$ cat config.mk
export PLATFORM = sky130hd
export DESIGN_NAME = id_ex_stage
export DESIGN_NICKNAME = d
export VERILOG_FILES = /design/src/rtl/id_ex_stage_pkg.sv /design/src/rtl/forwarding_unit.sv /design/src/rtl/id_ex_stage.sv
export SDC_FILE = /design/constraint.sdc
export NUM_CORES = 1
export LEC_CHECK = 0
export CORE_AREA = 2 2 161 163
export CTS_BUF_LIST = sky130_fd_sc_hd__clkbuf_8
export CTS_CLUSTER_SIZE = 20
export DETAILED_ROUTE_END_ITERATION = 8
export DIE_AREA = 0 0 163 165
export PLACE_DENSITY = 0.74
export SLEW_MARGIN = 20
export SYNTH_ARGS = -nofsm -noshare
export SYNTH_HDL_FRONTEND = slang
export SYNTH_HIERARCHICAL = 1
export SYNTH_SLANG_ARGS = --single-unit
$ cat constraint.sdc
create_clock -name clk -period 4.1 [get_ports clk]
set_input_delay 0.41 -clock clk [delete_from_list [all_inputs] [get_ports clk]]
set_output_delay 0.41 -clock clk [all_outputs]
set_load 0.005 [all_outputs]
$ cat src/rtl/id_ex_stage_pkg.sv
// id_ex_stage_pkg: shared widths, forward-select codes, stage payload types
// and the bubble helper for the ID/EX pipeline register.
// Optional feature macro used by importers: FORWARDING_EN.
package id_ex_stage_pkg;

  localparam int unsigned XLEN  = 32;
  localparam int unsigned REG_W = 5;
  localparam int unsigned ALU_W = 4;
  localparam int unsigned FWD_W = 2;

  // Forward-select codes returned by forwarding_unit
  localparam logic [FWD_W-1:0] FWD_NONE = 2'b00;
  localparam logic [FWD_W-1:0] FWD_WB   = 2'b01;
  localparam logic [FWD_W-1:0] FWD_MEM  = 2'b10;

  // Control bits that must be zero whenever the stage holds a bubble
  typedef struct packed {
    logic reg_write;
    logic mem_read;
    logic mem_write;
    logic mem_to_reg;
    logic branch;
  } ctrl_t;

  // Everything stored in the ID/EX register
  typedef struct packed {
    logic              valid;
    ctrl_t             ctrl;
    logic [ALU_W-1:0]  alu_control;
    logic              alu_src;
    logic              alu_src_pc;
    logic [REG_W-1:0]  rd;
    logic [REG_W-1:0]  rs1;
    logic [REG_W-1:0]  rs2;
    logic [XLEN-1:0]   pc;
    logic [XLEN-1:0]   imm;
    logic [XLEN-1:0]   rs1_data;
    logic [XLEN-1:0]   rs2_data;
  } id_ex_t;

  // Single definition of bubble-zeroing: control survives only for a real instruction
  function automatic ctrl_t bubble_ctrl(input ctrl_t c, input logic valid);
    return valid ? c : '0;
  endfunction

endpackage

$ cat src/rtl/forwarding_unit.sv
// forwarding_unit: picks the forwarding source for one source register.
// Ports: rs (source index), mem_reg_write/mem_rd (EX/MEM writer),
//        wb_reg_write/wb_rd (MEM/WB writer), sel_c (FWD_* select code).
// MEM has priority over WB; index 0 never forwards.
module forwarding_unit
  import id_ex_stage_pkg::*;
(
  input  logic [REG_W-1:0] rs,
  input  logic             mem_reg_write,
  input  logic [REG_W-1:0] mem_rd,
  input  logic             wb_reg_write,
  input  logic [REG_W-1:0] wb_rd,
  output logic [FWD_W-1:0] sel_c
);

  always_comb begin
    sel_c = FWD_NONE;
    if (mem_reg_write && (mem_rd != '0) && (mem_rd == rs)) begin
      sel_c = FWD_MEM;
    end else if (wb_reg_write && (wb_rd != '0) && (wb_rd == rs)) begin
      sel_c = FWD_WB;
    end
  end

endmodule

$ cat src/rtl/id_ex_stage.sv
// id_ex_stage: ID/EX pipeline register with EX-stage operand selection.
// Inputs : clk, reset (async, active-high), stall, flush, id_* decoded fields,
//          mem_* / wb_* forwarding sources.
// Outputs: alu_in_1/alu_in_2/alu_control to the ALU, ex_store_data and
//          ex_* control/index/pc/imm fields to the EX/MEM register.
// Macro  : FORWARDING_EN enables MEM/WB forwarding and sticky stall capture;
//          without it the operands come straight from the stored register data.
module id_ex_stage
  import id_ex_stage_pkg::*;
(
  input  logic             clk,
  input  logic             reset,
  input  logic             stall,
  input  logic             flush,
  input  logic             id_valid,
  input  logic [XLEN-1:0]  id_pc,
  input  logic [XLEN-1:0]  id_rs1_data,
  input  logic [XLEN-1:0]  id_rs2_data,
  input  logic [XLEN-1:0]  id_imm,
  input  logic [REG_W-1:0] id_rs1,
  input  logic [REG_W-1:0] id_rs2,
  input  logic [REG_W-1:0] id_rd,
  input  logic [ALU_W-1:0] id_alu_control,
  input  logic             id_alu_src,
  input  logic             id_alu_src_pc,
  input  logic             id_reg_write,
  input  logic             id_mem_read,
  input  logic             id_mem_write,
  input  logic             id_mem_to_reg,
  input  logic             id_branch,
  input  logic             mem_reg_write,
  input  logic [REG_W-1:0] mem_rd,
  input  logic [XLEN-1:0]  mem_alu_result,
  input  logic             wb_reg_write,
  input  logic [REG_W-1:0] wb_rd,
  input  logic [XLEN-1:0]  wb_write_data,
  output logic [XLEN-1:0]  alu_in_1,
  output logic [XLEN-1:0]  alu_in_2,
  output logic [ALU_W-1:0] alu_control,
  output logic [XLEN-1:0]  ex_store_data,
  output logic             ex_valid,
  output logic             ex_reg_write,
  output logic             ex_mem_read,
  output logic             ex_mem_write,
  output logic             ex_mem_to_reg,
  output logic             ex_branch,
  output logic [REG_W-1:0] ex_rd,
  output logic [XLEN-1:0]  ex_pc,
  output logic [XLEN-1:0]  ex_imm
);

  id_ex_t           q;
  id_ex_t           d;
  ctrl_t            id_ctrl;
  logic [FWD_W-1:0] sel_rs1;
  logic [FWD_W-1:0] sel_rs2;
  logic [XLEN-1:0]  fwd_rs1;
  logic [XLEN-1:0]  fwd_rs2;

  assign id_ctrl = '{reg_write:  id_reg_write,
                     mem_read:   id_mem_read,
                     mem_write:  id_mem_write,
                     mem_to_reg: id_mem_to_reg,
                     branch:     id_branch};

  // Forward-source selection for each stored source register
  forwarding_unit u_fwd_rs1 (
    .rs            (q.rs1),
    .mem_reg_write (mem_reg_write),
    .mem_rd        (mem_rd),
    .wb_reg_write  (wb_reg_write),
    .wb_rd         (wb_rd),
    .sel_c         (sel_rs1)
  );

  forwarding_unit u_fwd_rs2 (
    .rs            (q.rs2),
    .mem_reg_write (mem_reg_write),
    .mem_rd        (mem_rd),
    .wb_reg_write  (wb_reg_write),
    .wb_rd         (wb_rd),
    .sel_c         (sel_rs2)
  );

  // Forwarded operand values
  always_comb begin
    fwd_rs1 = q.rs1_data;
    fwd_rs2 = q.rs2_data;
`ifdef FORWARDING_EN
    case (sel_rs1)
      FWD_MEM: fwd_rs1 = mem_alu_result;
      FWD_WB:  fwd_rs1 = wb_write_data;
      default: fwd_rs1 = q.rs1_data;
    endcase
    case (sel_rs2)
      FWD_MEM: fwd_rs2 = mem_alu_result;
      FWD_WB:  fwd_rs2 = wb_write_data;
      default: fwd_rs2 = q.rs2_data;
    endcase
`endif
  end

`ifndef FORWARDING_EN
  // Forwarding sources are intentionally ignored in this build
  logic unused_fwd;
  assign unused_fwd = ^{sel_rs1, sel_rs2, mem_alu_result, wb_write_data};
`endif

  // Next register contents: flush > stall > load
  always_comb begin
    d = q;
    if (flush) begin
      d = '0;
    end else if (!stall) begin
      d.valid       = id_valid;
      d.ctrl        = bubble_ctrl(id_ctrl, id_valid);
      d.alu_control = id_alu_control;
      d.alu_src     = id_alu_src;
      d.alu_src_pc  = id_alu_src_pc;
      d.rd          = id_rd;
      d.rs1         = id_rs1;
      d.rs2         = id_rs2;
      d.pc          = id_pc;
      d.imm         = id_imm;
      d.rs1_data    = id_rs1_data;
      d.rs2_data    = id_rs2_data;
    end
`ifdef FORWARDING_EN
    else begin
      // Sticky capture: a WB source may retire while we are stalled
      d.rs1_data = fwd_rs1;
      d.rs2_data = fwd_rs2;
    end
`endif
  end

  always_ff @(posedge clk or posedge reset) begin
    if (reset) q <= '0;
    else       q <= d;
  end

  assign alu_in_1      = q.alu_src_pc ? q.pc  : fwd_rs1;
  assign alu_in_2      = q.alu_src    ? q.imm : fwd_rs2;
  assign alu_control   = q.alu_control;
  assign ex_store_data = fwd_rs2;
  assign ex_valid      = q.valid;
  assign ex_reg_write  = q.ctrl.reg_write;
  assign ex_mem_read   = q.ctrl.mem_read;
  assign ex_mem_write  = q.ctrl.mem_write;
  assign ex_mem_to_reg = q.ctrl.mem_to_reg;
  assign ex_branch     = q.ctrl.branch;
  assign ex_rd         = q.rd;
  assign ex_pc         = q.pc;
  assign ex_imm        = q.imm;

endmodule

# --- Word-level counts from Yosys, hierarchy flattened ---
# Cells that the tools add are included.
op_classes:
  n_eq_ne: 1
  mux: 5
ops:
  columns: ["op", "n"]
  rows:
  - ["155-bit 2-to-1 mux", 2]
  - ["32-bit 2-to-1 mux", 2]
  - ["5-bit 2-to-1 mux", 1]
  - ["2-bit by 1-bit inequality test with 1-bit output, second input constant", 1]
totals:
  regBits: 145
  in_bits: 235
  out_inout_bits: 175
  wordCells: 20

# --- Logic depth before layout (Yosys ltp) ---
# Gate-level depths: netlist of run 1.
logic_depth:
  word_depth: 3
  ltp_mapped: 5
  mapped_depth_nobuf: 2

# --- Least setup slack after synthesis of run 1 ---
# No wires, ideal clock.
synth_timing:
  path_type: "register to output"
  from: "register q[143] in the netlist's numbering"
  to: "output alu_in_1[0]"
  t_arrival_ns: 0.996
  path_slack_ns: 2.694
  stages_incl_launch_ff: 4
  n_path_buf: 2
  cell_sequence: "dfrtp_1 buf_2 buf_2 mux2_2"
synth_between:
  elab_chain_cells: 1
synth_rtl:
  columns: ["element", "line_no", "rtl"]
  rows:
  - ["start: declaration", "id_ex_stage.sv:52", "id_ex_t q;"]
  - ["start signal: assignment", "id_ex_stage.sv:138", "if (reset) q <= '0;"]
  - ["start signal: assignment", "id_ex_stage.sv:139", "else q <= d;"]
  - ["32-bit 2-to-1 mux", "id_ex_stage.sv:142", "assign alu_in_1 = q.alu_src_pc ? q.pc : fwd_rs1;"]
  - ["end: declaration", "id_ex_stage.sv:37", "output logic [XLEN-1:0] alu_in_1,"]
# No other way between the ends.

# --- Worst setup path in the final report of run 1 ---
layout_timing:
  from: "register q[144] in the netlist's numbering"
  to: "output alu_in_2[28]"
layout_between:
  elab_chain_cells: 1
layout_rtl:
  columns: ["element", "line_no", "rtl"]
  rows:
  - ["32-bit 2-to-1 mux", "id_ex_stage.sv:143", "assign alu_in_2 = q.alu_src ? q.imm : fwd_rs2;"]
  - ["end: declaration", "id_ex_stage.sv:38", "output logic [XLEN-1:0] alu_in_2,"]
# No other way between the ends.

==> results of run 1 <==
## final cells by class
| type | instances | area, um^2 |
|---|---|---|
| clock inverter | 13 | 138 |
| clock buffer | 18 | 248 |
| fill | 2396 | 14600 |
| multi-input combinational | 359 | 2730 |
| timing repair buffer | 331 | 3320 |
| inverter | 1 | 7.51 |
| sequential | 145 | 3630 |
| tap | 330 | 413 |
## path summary, 6_finish.rpt
kind | startpoint | endpoint | slack [ps]
max | q[144] | alu_in_2[28] | 1340
min | reset | ex_rd[1] | 490
max reg2reg | q[144] | q[144] | 2760
min reg2reg | fwd_rs1[27] | fwd_rs1[27] | 520
max in group asynchronous | reset | ex_imm[24] | 2640
min in group clk | fwd_rs1[27] | fwd_rs1[27] | 520
## cells by family after synthesis
family | Yosys count | synth area share
AOI/OAI and AO/OA | 5 | 0.00335
buffers and inverters | 147 | 0.148
DFF | 145 | 0.486
muxes | 204 | 0.285
and+or+nand+nor | 150 | 0.0780
## layout by cell type (no fill, tap or decap)
cell type	synthesis	final
bufinv_16	0	2
clkinvlp_4	0	5
mux2_2	64	64
inv_6	0	4
clkdlybuf4s50_1	0	321
buf_4	111	7
dfrtp_2	0	1
clkinv_2	0	1
buf_12	0	2
clkbuf_8	0	19
nor2_1	140	140
nand2_1	5	5
dfrtp_1	145	144
mux2i_1	140	140
inv_1	1	2
nand3b_1	5	5
a21oi_1	5	5
## power groups by stage
stage	combinational [W]	clock, W	sequential (W)
3_5_place_dp	0.000677	0	0.00161
4_1_cts	0.000680	0.00120	0.00158
3_3_place_gp	0.000670	0	0.00160
2_1_floorplan	0.000370	0	0.00157
5_1_grt	0.000726	0.00126	0.00159
6_report	0.000667	0.00114	0.00158
## metrics by stage
step / hold slack [ps] / cell area (um^2) / util
after floorplan: 485 / 7460 / -
after global placement: 500 / 10100 / 0.403
after detailed placement: 509 / 10100 / 0.403
after CTS: 488 / 10500 / 0.419
after global routing: 523 / 10500 / 0.419
final: 487 / 10500 / 0.419
## layer usage
metal  part of all wire  vias up  GRT usage  routed length, um
met3              0.090       18     0.0578               1790
met1               0.42     2507      0.179               8320
met2               0.48      230      0.249               9570
li1                   -     2461          -                  -
met5                  0        -          0                  0
met4              0.016        0     0.0422                321
## Yosys cell counts, drive strengths merged
cell type,instances
nor2,140
clkbuf,14
nand2,5
nand3b,5
inv,1
mux2i,140
mux2,64
buf,132
dfrtp,145
a21oi,5
## worst max-delay path: stages, from the launching register on
cell and delay, ps:
dfrtp_2 970, mux2_2 410, clkdlybuf4s50_1 490
==> reports/results.ini, run 1 <==
[power]
power_density_mw_per_mm2=323
p_clk_frac=0.338
power.switching_w=0.000896
share_comb_of_total_power=0.197
peakVddDrop_mv=0.172
p_leak_nw=4.78
power_w=0.00339
intPower_w=0.00249
seqPwrFrac=0.466
switching_share=0.264

[timing]
slew_viol_final=0
fin_setup_tns_ps=0
hold_viol_final=0
setup_slack_ps=1340
max_slew_margin=0.379
fin_crit_sh=0.673
post-route-min-period_ps=2760
max_freq_mhz=363
setup_viol=0
tightest_slew_ps=932
finClkSkew_ps=0
rsz0062_at_grt=false

[floorplanning]
dieArea_mm2=0.0269
rows=58
die_h_um=165
start_util=0.298
core-area_mm2=0.0250
io-pin-count=410
die_width_um=163

[clock_tree]
htreeDepth=4
clk_pin_slew_worst_paths_ps=80
cts_hold_buffers=0
cts_tree=built
post_cts_buffers=0
cts_buffers=17
cts_sinks=145
cts-root-buf=clkbuf_8
cts_resized=0
cts_max_path_buffers=2
worstSkewPairLatency_ps=440

[detailed_routing]
route.vias.total=5216
drt-total-wl_um=20000
route.antenna.remaining_nets=0
avgRoutedWirePerCell_um=16.7
viasPerCell=4.36
remaining_drc_errors=0
first_iter_violations=243
first_pass_iters=4

[setup_path]
critPathCaptureType=output pin
worstPathArrival_ps=2350
startpoint_type=flop
worstPathMaxFanout=33
critical_path_class=flop to output pin
r2r_cells=2
required_ps=3690

[placement]
place_inst=1166
portBuffers=323
globalplace.congestion=0.757
dp_slack_ps=1790
place_hpwl_um=13800

[synth]
yosysSeqAreaShare=0.486
ys_ff_latch=145
synth_area_leader_cell=dfrtp_1
synth_area_mm2=0.00746
syn_nets=886
synthTopCellsByArea=dfrtp_1, mux2i_1, buf_4, mux2_2, nor2_1
synth_top_area_share=0.486
syn-mean-instance-area_um2=11.5
yosys_warnings=6
syn_inst=651
synth.distinct_cells=13

[finish]
drive_gt1_frac=0.121
area_growth_pct=40.6
antennaDiodeCount=0
fin_nets=1090
stdcell_count=1197

[global_route]
grt_antenna_before_repair=0
gr-total-overflow=0
grt_pass1_vias=5336
grt_usage=0.149
grt_max_degree=146
grt_pass1_wl_um=30600

[worst_hold_path]
hp-class=input port to asynchronous set/reset pin

[status]
status=complete, no violations

[flow_run]
cap_viol_max_count=0

Note: power is estimated with default switching activity, not from simulation.
==> inputs of run 2 (changes only) <==
--- a/config.mk
+++ b/config.mk
@@ -5,11 +5,11 @@
 export SDC_FILE = /design/constraint.sdc
 export NUM_CORES = 1
 export LEC_CHECK = 0
-export CORE_AREA = 2 2 161 163
+export CORE_AREA = 2 2 157 159
 export CTS_BUF_LIST = sky130_fd_sc_hd__clkbuf_8
 export CTS_CLUSTER_SIZE = 20
 export DETAILED_ROUTE_END_ITERATION = 8
-export DIE_AREA = 0 0 163 165
+export DIE_AREA = 0 0 159 161
 export PLACE_DENSITY = 0.74
 export SLEW_MARGIN = 20
 export SYNTH_ARGS = -nofsm -noshare
==> constraint.sdc (replaced) <==
create_clock -name clk -period 2.83 [get_ports clk]
set_input_delay 0.283 -clock clk [delete_from_list [all_inputs] [get_ports clk]]
set_output_delay 0.283 -clock clk [all_outputs]
set_load 0.005 [all_outputs]
==> run 2 against run 1 <==
Compared with the run above:
- sequential share of layout area decreased by 0.41 points
- global-route usage increased by 0.44 points
- clock power increased by 59%
- worst hold slack got worse by 240 ps
- power increased by 50%
- sequential power increased by 44%
- via count increased by 0.61%
- count of clock-buffer cells in the layout unchanged
- worst setup slack got worse by 900 ps
- cell count decreased by 0.33%
- first-iteration DRC count decreased by 0.41%
- design area increased by 1.2%
- largest cell class unchanged
==> reports/results.ini, run 2 (same netlist as run 1, synthesis figures left out) <==
[global_route]
grt_pass1_wl_um=30900
grt_max_degree=91
gr-total-overflow=0
globalRouteMet1Util=0.188
grtUsageMet3=0.0524
grt_usage=0.153
grt_antenna_before_repair=1
grt_pass1_vias=5454
met2_usage=0.260
grt_busiest_layer=met2

[placement]
globalplace.congestion=0.814
dp_slack_ps=893
place_hpwl_um=14100
portBuffers=323
place_inst=1163

[floorplanning]
core-area_mm2=0.0240
die_h_um=161
dieArea_mm2=0.0256
io-pin-count=410
rows=57
start_util=0.311
die_width_um=159

[clock_tree]
cts_max_path_buffers=2
cts_hold_buffers=0
cts_buffers=17
cts_tree=built
clk_pin_slew_worst_paths_ps=90
post_cts_buffers=0
cts_resized=0
worstSkewPairLatency_ps=420
cts-root-buf=clkbuf_8
htreeDepth=4
cts_sinks=145

[timing]
post-route-min-period_ps=2390
fin_setup_tns_ps=0
whs_ps=248
slew_viol_final=0
tightest_slew_ps=555
max_freq_mhz=419
fin_crit_sh=0.844
rsz0062_at_grt=false
finClkSkew_ps=0
max_slew_margin=0.630
hold_viol_final=0
setup_viol=0
setup_slack_ps=442

[worst_hold_path]
worstHoldStart=flush
worstHoldPathCells=2
hp-class=input port to flop
hold_path_end=ex_pc[19]

[power]
p_leak_nw=4.84
intPower_w=0.00380
switching_share=0.250
p_clk_frac=0.356
peakVddDrop_mv=0.263
seqPwrFrac=0.448
share_comb_of_total_power=0.195
power_density_mw_per_mm2=478
power.switching_w=0.00127

[setup_path]
cp_slowest_cell=dfrtp_1
r2r_cells=3
rrSetupSlack_ps=1770
critical_path_class=flop to output pin
worstPathMaxFanout=26
r2r-end=q[143]
startpoint_type=flop
worstPathArrival_ps=2110
critPathCaptureType=output pin
cp_top_family=buffers and inverters
cp.buffers_inverters=2
required_ps=2550
r2r_start=q[143]
slowest_delay_ps=590
cp_cell_sequence=buf_12 > mux2_2 > clkdlybuf4s50_1

[detailed_routing]
viasPerCell=4.40
route.antenna.remaining_nets=0
route.vias.total=5248
drt-total-wl_um=19600
avgRoutedWirePerCell_um=16.4
first_pass_iters=4
first_iter_violations=242
remaining_drc_errors=0

[finish]
multiInputGateArea_mm2=0.00273
area_growth_pct=42.2
drive_gt1_frac=0.124
fill_cells=2308
final_cell_mix=clkdlybuf4s50_1, dfrtp_1, mux2i_1, nor2_1, mux2_2
final_common_cell=clkdlybuf4s50_1
stdcell_count=1193
antennaDiodeCount=0
fin_nets=1093
seq_area_mm2=0.00363

[status]
status=complete, no violations

[flow_run]
cap_viol_max_count=0

run 2: worst max-delay path by stage:
stage               depth (start not counted)   start        endpoint  slack [ps]
floorplan                                   1   reset  alu_control[0]         730
global route                                3  q[144]    alu_in_2[30]         330
CTS                                         3  q[144]     alu_in_2[2]         400
global placement                            3  q[144]     alu_in_2[2]         890
detailed placement                          3  q[144]     alu_in_2[2]         890
finish                                      3  q[144]     alu_in_2[2]         440
run 2: metrics by stage:
stage	util	instance area, um^2	total power, W
after detailed placement	0.425	10200	0.00332
after global routing	0.443	10600	0.00534
after floorplan	-	7460	0.00282
final	0.443	10600	0.00507
after global placement	0.425	10200	0.00330
after CTS	0.443	10600	0.00518
run 2: worst reg2reg max path: stages (launching register included):
cell and delay, ps:
dfrtp_1 330, buf_4 420, mux2i_1 150, nor2_1 100
run 2: per-layer routing:
layer  share of wire  wire [um]  vias up
met5         0.00066         13        -
met4          0.0093        182        2
met3           0.077       1500       12
met2            0.49       9630      218
met1            0.42       8260     2550
li1                -          -     2466
run 2: cell type report:
| type | instances | area share |
|---|---|---|
| multi-input combinational | 359 | 0.257 |
| clock buffer | 18 | 0.0234 |
| sequential | 145 | 0.342 |
| clock inverter | 12 | 0.0173 |
| tap | 324 | 0.0382 |
| inverter | 1 | 0.000708 |
| timing repair buffer | 334 | 0.321 |
run 2: power by group through the flow:
stage	registers (W)	clock network (W)	logic, W
2_1_floorplan	0.00228	0	0.000535
3_3_place_gp	0.00231	0	0.000992
3_5_place_dp	0.00231	0	0.00100
4_1_cts	0.00227	0.00190	0.00101
5_1_grt	0.00229	0.00198	0.00107
6_report	0.00227	0.00181	0.000989
==> inputs of run 3 (changes only) <==
--- a/config.mk
+++ b/config.mk
@@ -5,11 +5,11 @@
 export SDC_FILE = /design/constraint.sdc
 export NUM_CORES = 1
 export LEC_CHECK = 0
-export CORE_AREA = 2 2 157 159
+export CORE_AREA = 2 2 161 163
 export CTS_BUF_LIST = sky130_fd_sc_hd__clkbuf_8
 export CTS_CLUSTER_SIZE = 20
 export DETAILED_ROUTE_END_ITERATION = 8
-export DIE_AREA = 0 0 159 161
+export DIE_AREA = 0 0 163 165
 export PLACE_DENSITY = 0.74
 export SLEW_MARGIN = 20
 export SYNTH_ARGS = -nofsm -noshare
==> constraint.sdc (replaced) <==
create_clock -name clk -period 2.1 [get_ports clk]
set_input_delay 0.21 -clock clk [delete_from_list [all_inputs] [get_ports clk]]
set_output_delay 0.21 -clock clk [all_outputs]
set_load 0.005 [all_outputs]
==> run 3 against run 2 <==
Compared with the run above:
- cell count up 2.7%
- non-clock buffer count rose by 24
- die area grew 5.1%
- first-iteration DRC count decreased by 24%
- sequential cell count is the same
- via count increased by 2.5%
- combinational power up 35%
- worst hold slack got worse by 140 ps
==> reports/results.ini, run 3 (same netlist as run 1, synthesis figures left out) <==
[status]
status=complete, no violations

[power]
p_leak_nw=5.22
power_w=0.00662
power_density_mw_per_mm2=614
peakVddDrop_mv=0.292

[timing]
slew_viol_final=0
fin_crit_sh=0.945
rsz0062_at_grt=false
fin_setup_tns_ps=0
setup_viol=0
tightest_slew_ps=498
hold_viol_final=0
finClkSkew_ps=0
max_slew_margin=0.668
post-route-min-period_ps=1980
max_freq_mhz=504

[clock_tree]
clk_pin_slew_worst_paths_ps=100
cts_buffers=17
cts-root-buf=clkbuf_8
cts_sinks=145
htreeDepth=4
cts_max_path_buffers=2
worstSkewPairLatency_ps=450
cts_tree=built

[worst_hold_path]
hp-class=input port to asynchronous set/reset pin

[placement]
globalplace.congestion=0.757
portBuffers=323
place_hpwl_um=14500
place_inst=1178
place_area_mm2=0.0103

[finish]
design_area_mm2=0.0108
stdcell_count=1225
antennaDiodeCount=0
final_util=0.431
area_growth_pct=44.7
final_common_cell=clkdlybuf4s50_1
fin_nets=1117
final_cell_mix=clkdlybuf4s50_1, dfrtp_1, mux2i_1, nor2_1, mux2_2
fill_cells=2434
drive_gt1_frac=0.152

[flow_run]
cap_viol_max_count=0

[global_route]
grt_pass1_wl_um=31800
grt_max_degree=54
gr-total-overflow=0
grt_pass1_vias=5491
grt_antenna_before_repair=0
grt_usage=0.155

[setup_path]
worstPathMaxFanout=6
rrSetupSlack_ps=940
required_ps=1890
r2r-end=q[143]
critPathCaptureType=output pin
startpoint_type=flop
critical_path_class=flop to output pin
worstPathArrival_ps=1770
startpoint=q[143]
r2r_start=q[143]
r2r_cells=5

[detailed_routing]
drt-total-wl_um=20900
avgRoutedWirePerCell_um=17.0
viasPerCell=4.39
remaining_drc_errors=0
first_iter_violations=183
first_pass_iters=4
route.antenna.remaining_nets=0
route.vias.total=5379

[floorplanning]
dieArea_mm2=0.0269
die_width_um=163
rows=58
io-pin-count=410
start_util=0.298
core-area_mm2=0.0250
die_h_um=165

## run 3: cell types whose count changed in the layout (fill, tap and decap cells not counted), moves of 3 or more
cell | previous run | this run
bufinv_16 | 4 | 1
buf_4 | 5 | 22
mux2_2 | 64 | 60
mux2_4 | 0 | 4
dlygate4sd2_1 | 0 | 57
clkdlybuf4s50_1 | 321 | 257
clkdlybuf4s15_1 | 0 | 4
buf_12 | 7 | 11
## run 3: metal layers
metal | wire, um | share of wire | global-route usage | vias up
li1 | - | - | - | 2522
met1 | 8560 | 0.41 | 0.180 | 2620
met2 | 10300 | 0.49 | 0.271 | 227
met3 | 1800 | 0.086 | 0.0590 | 10
met4 | 188 | 0.0090 | 0.0362 | 0
met5 | 0 | 0 | 0 | -
## run 3: worst max-delay path by stage
| stage | slack (ps) | to | cells past startpoint |
|---|---|---|---|
| finish | 120 | alu_in_1[20] | 5 |
| global route | 3 | alu_in_2[3] | 4 |
| CTS | -40 | alu_in_2[8] | 3 |
| detailed placement | 340 | alu_in_2[12] | 3 |
| global placement | 340 | alu_in_2[12] | 3 |
| floorplan | 70 | alu_control[0] | 1 |
## run 3: cell type report
cell class	instances	area, um^2	area share
clock inverters	13	126	0.0117
multi-input cells	359	2740	0.254
inverters	1	7.51	0.000696
repair buffers	358	3610	0.334
clock buffers	19	262	0.0242
flip-flops and latches	145	3630	0.337
well taps	330	413	0.0383
## run 3: power by group
part / internal (W) / leakage, nW / total [W] / switching, W
Sequential: 0.00295 / 1.92 / 0.00307 / 0.000124
Combinational: 0.000844 / 3.11 / 0.00134 / 0.000498
Clock: 0.00102 / 0.191 / 0.00221 / 0.00119
## run 3: metrics by stage
stage | setup slack, ps | hold slack (ps)
floorplan | 71.0 | 363
global route | 2.94 | 65.2
global placement | 339 | 499
finish | 115 | 104
CTS | -41.2 | 63.6
detailed placement | 341 | 511
## run 3: worst max-delay path: stages, from the launching register on
cell             delay (ps)
dfrtp_2                 450
buf_12                  150
buf_16                  140
buf_4                   140
mux2_2                  260
clkdlybuf4s15_1         200
## run 3: repair_timing
item                       CTS  global route
setup endpoints to repair   62             7
gates cloned                 2             0
buffers inserted             7             6
gates resized for setup     70             8
hold buffers                 0             0
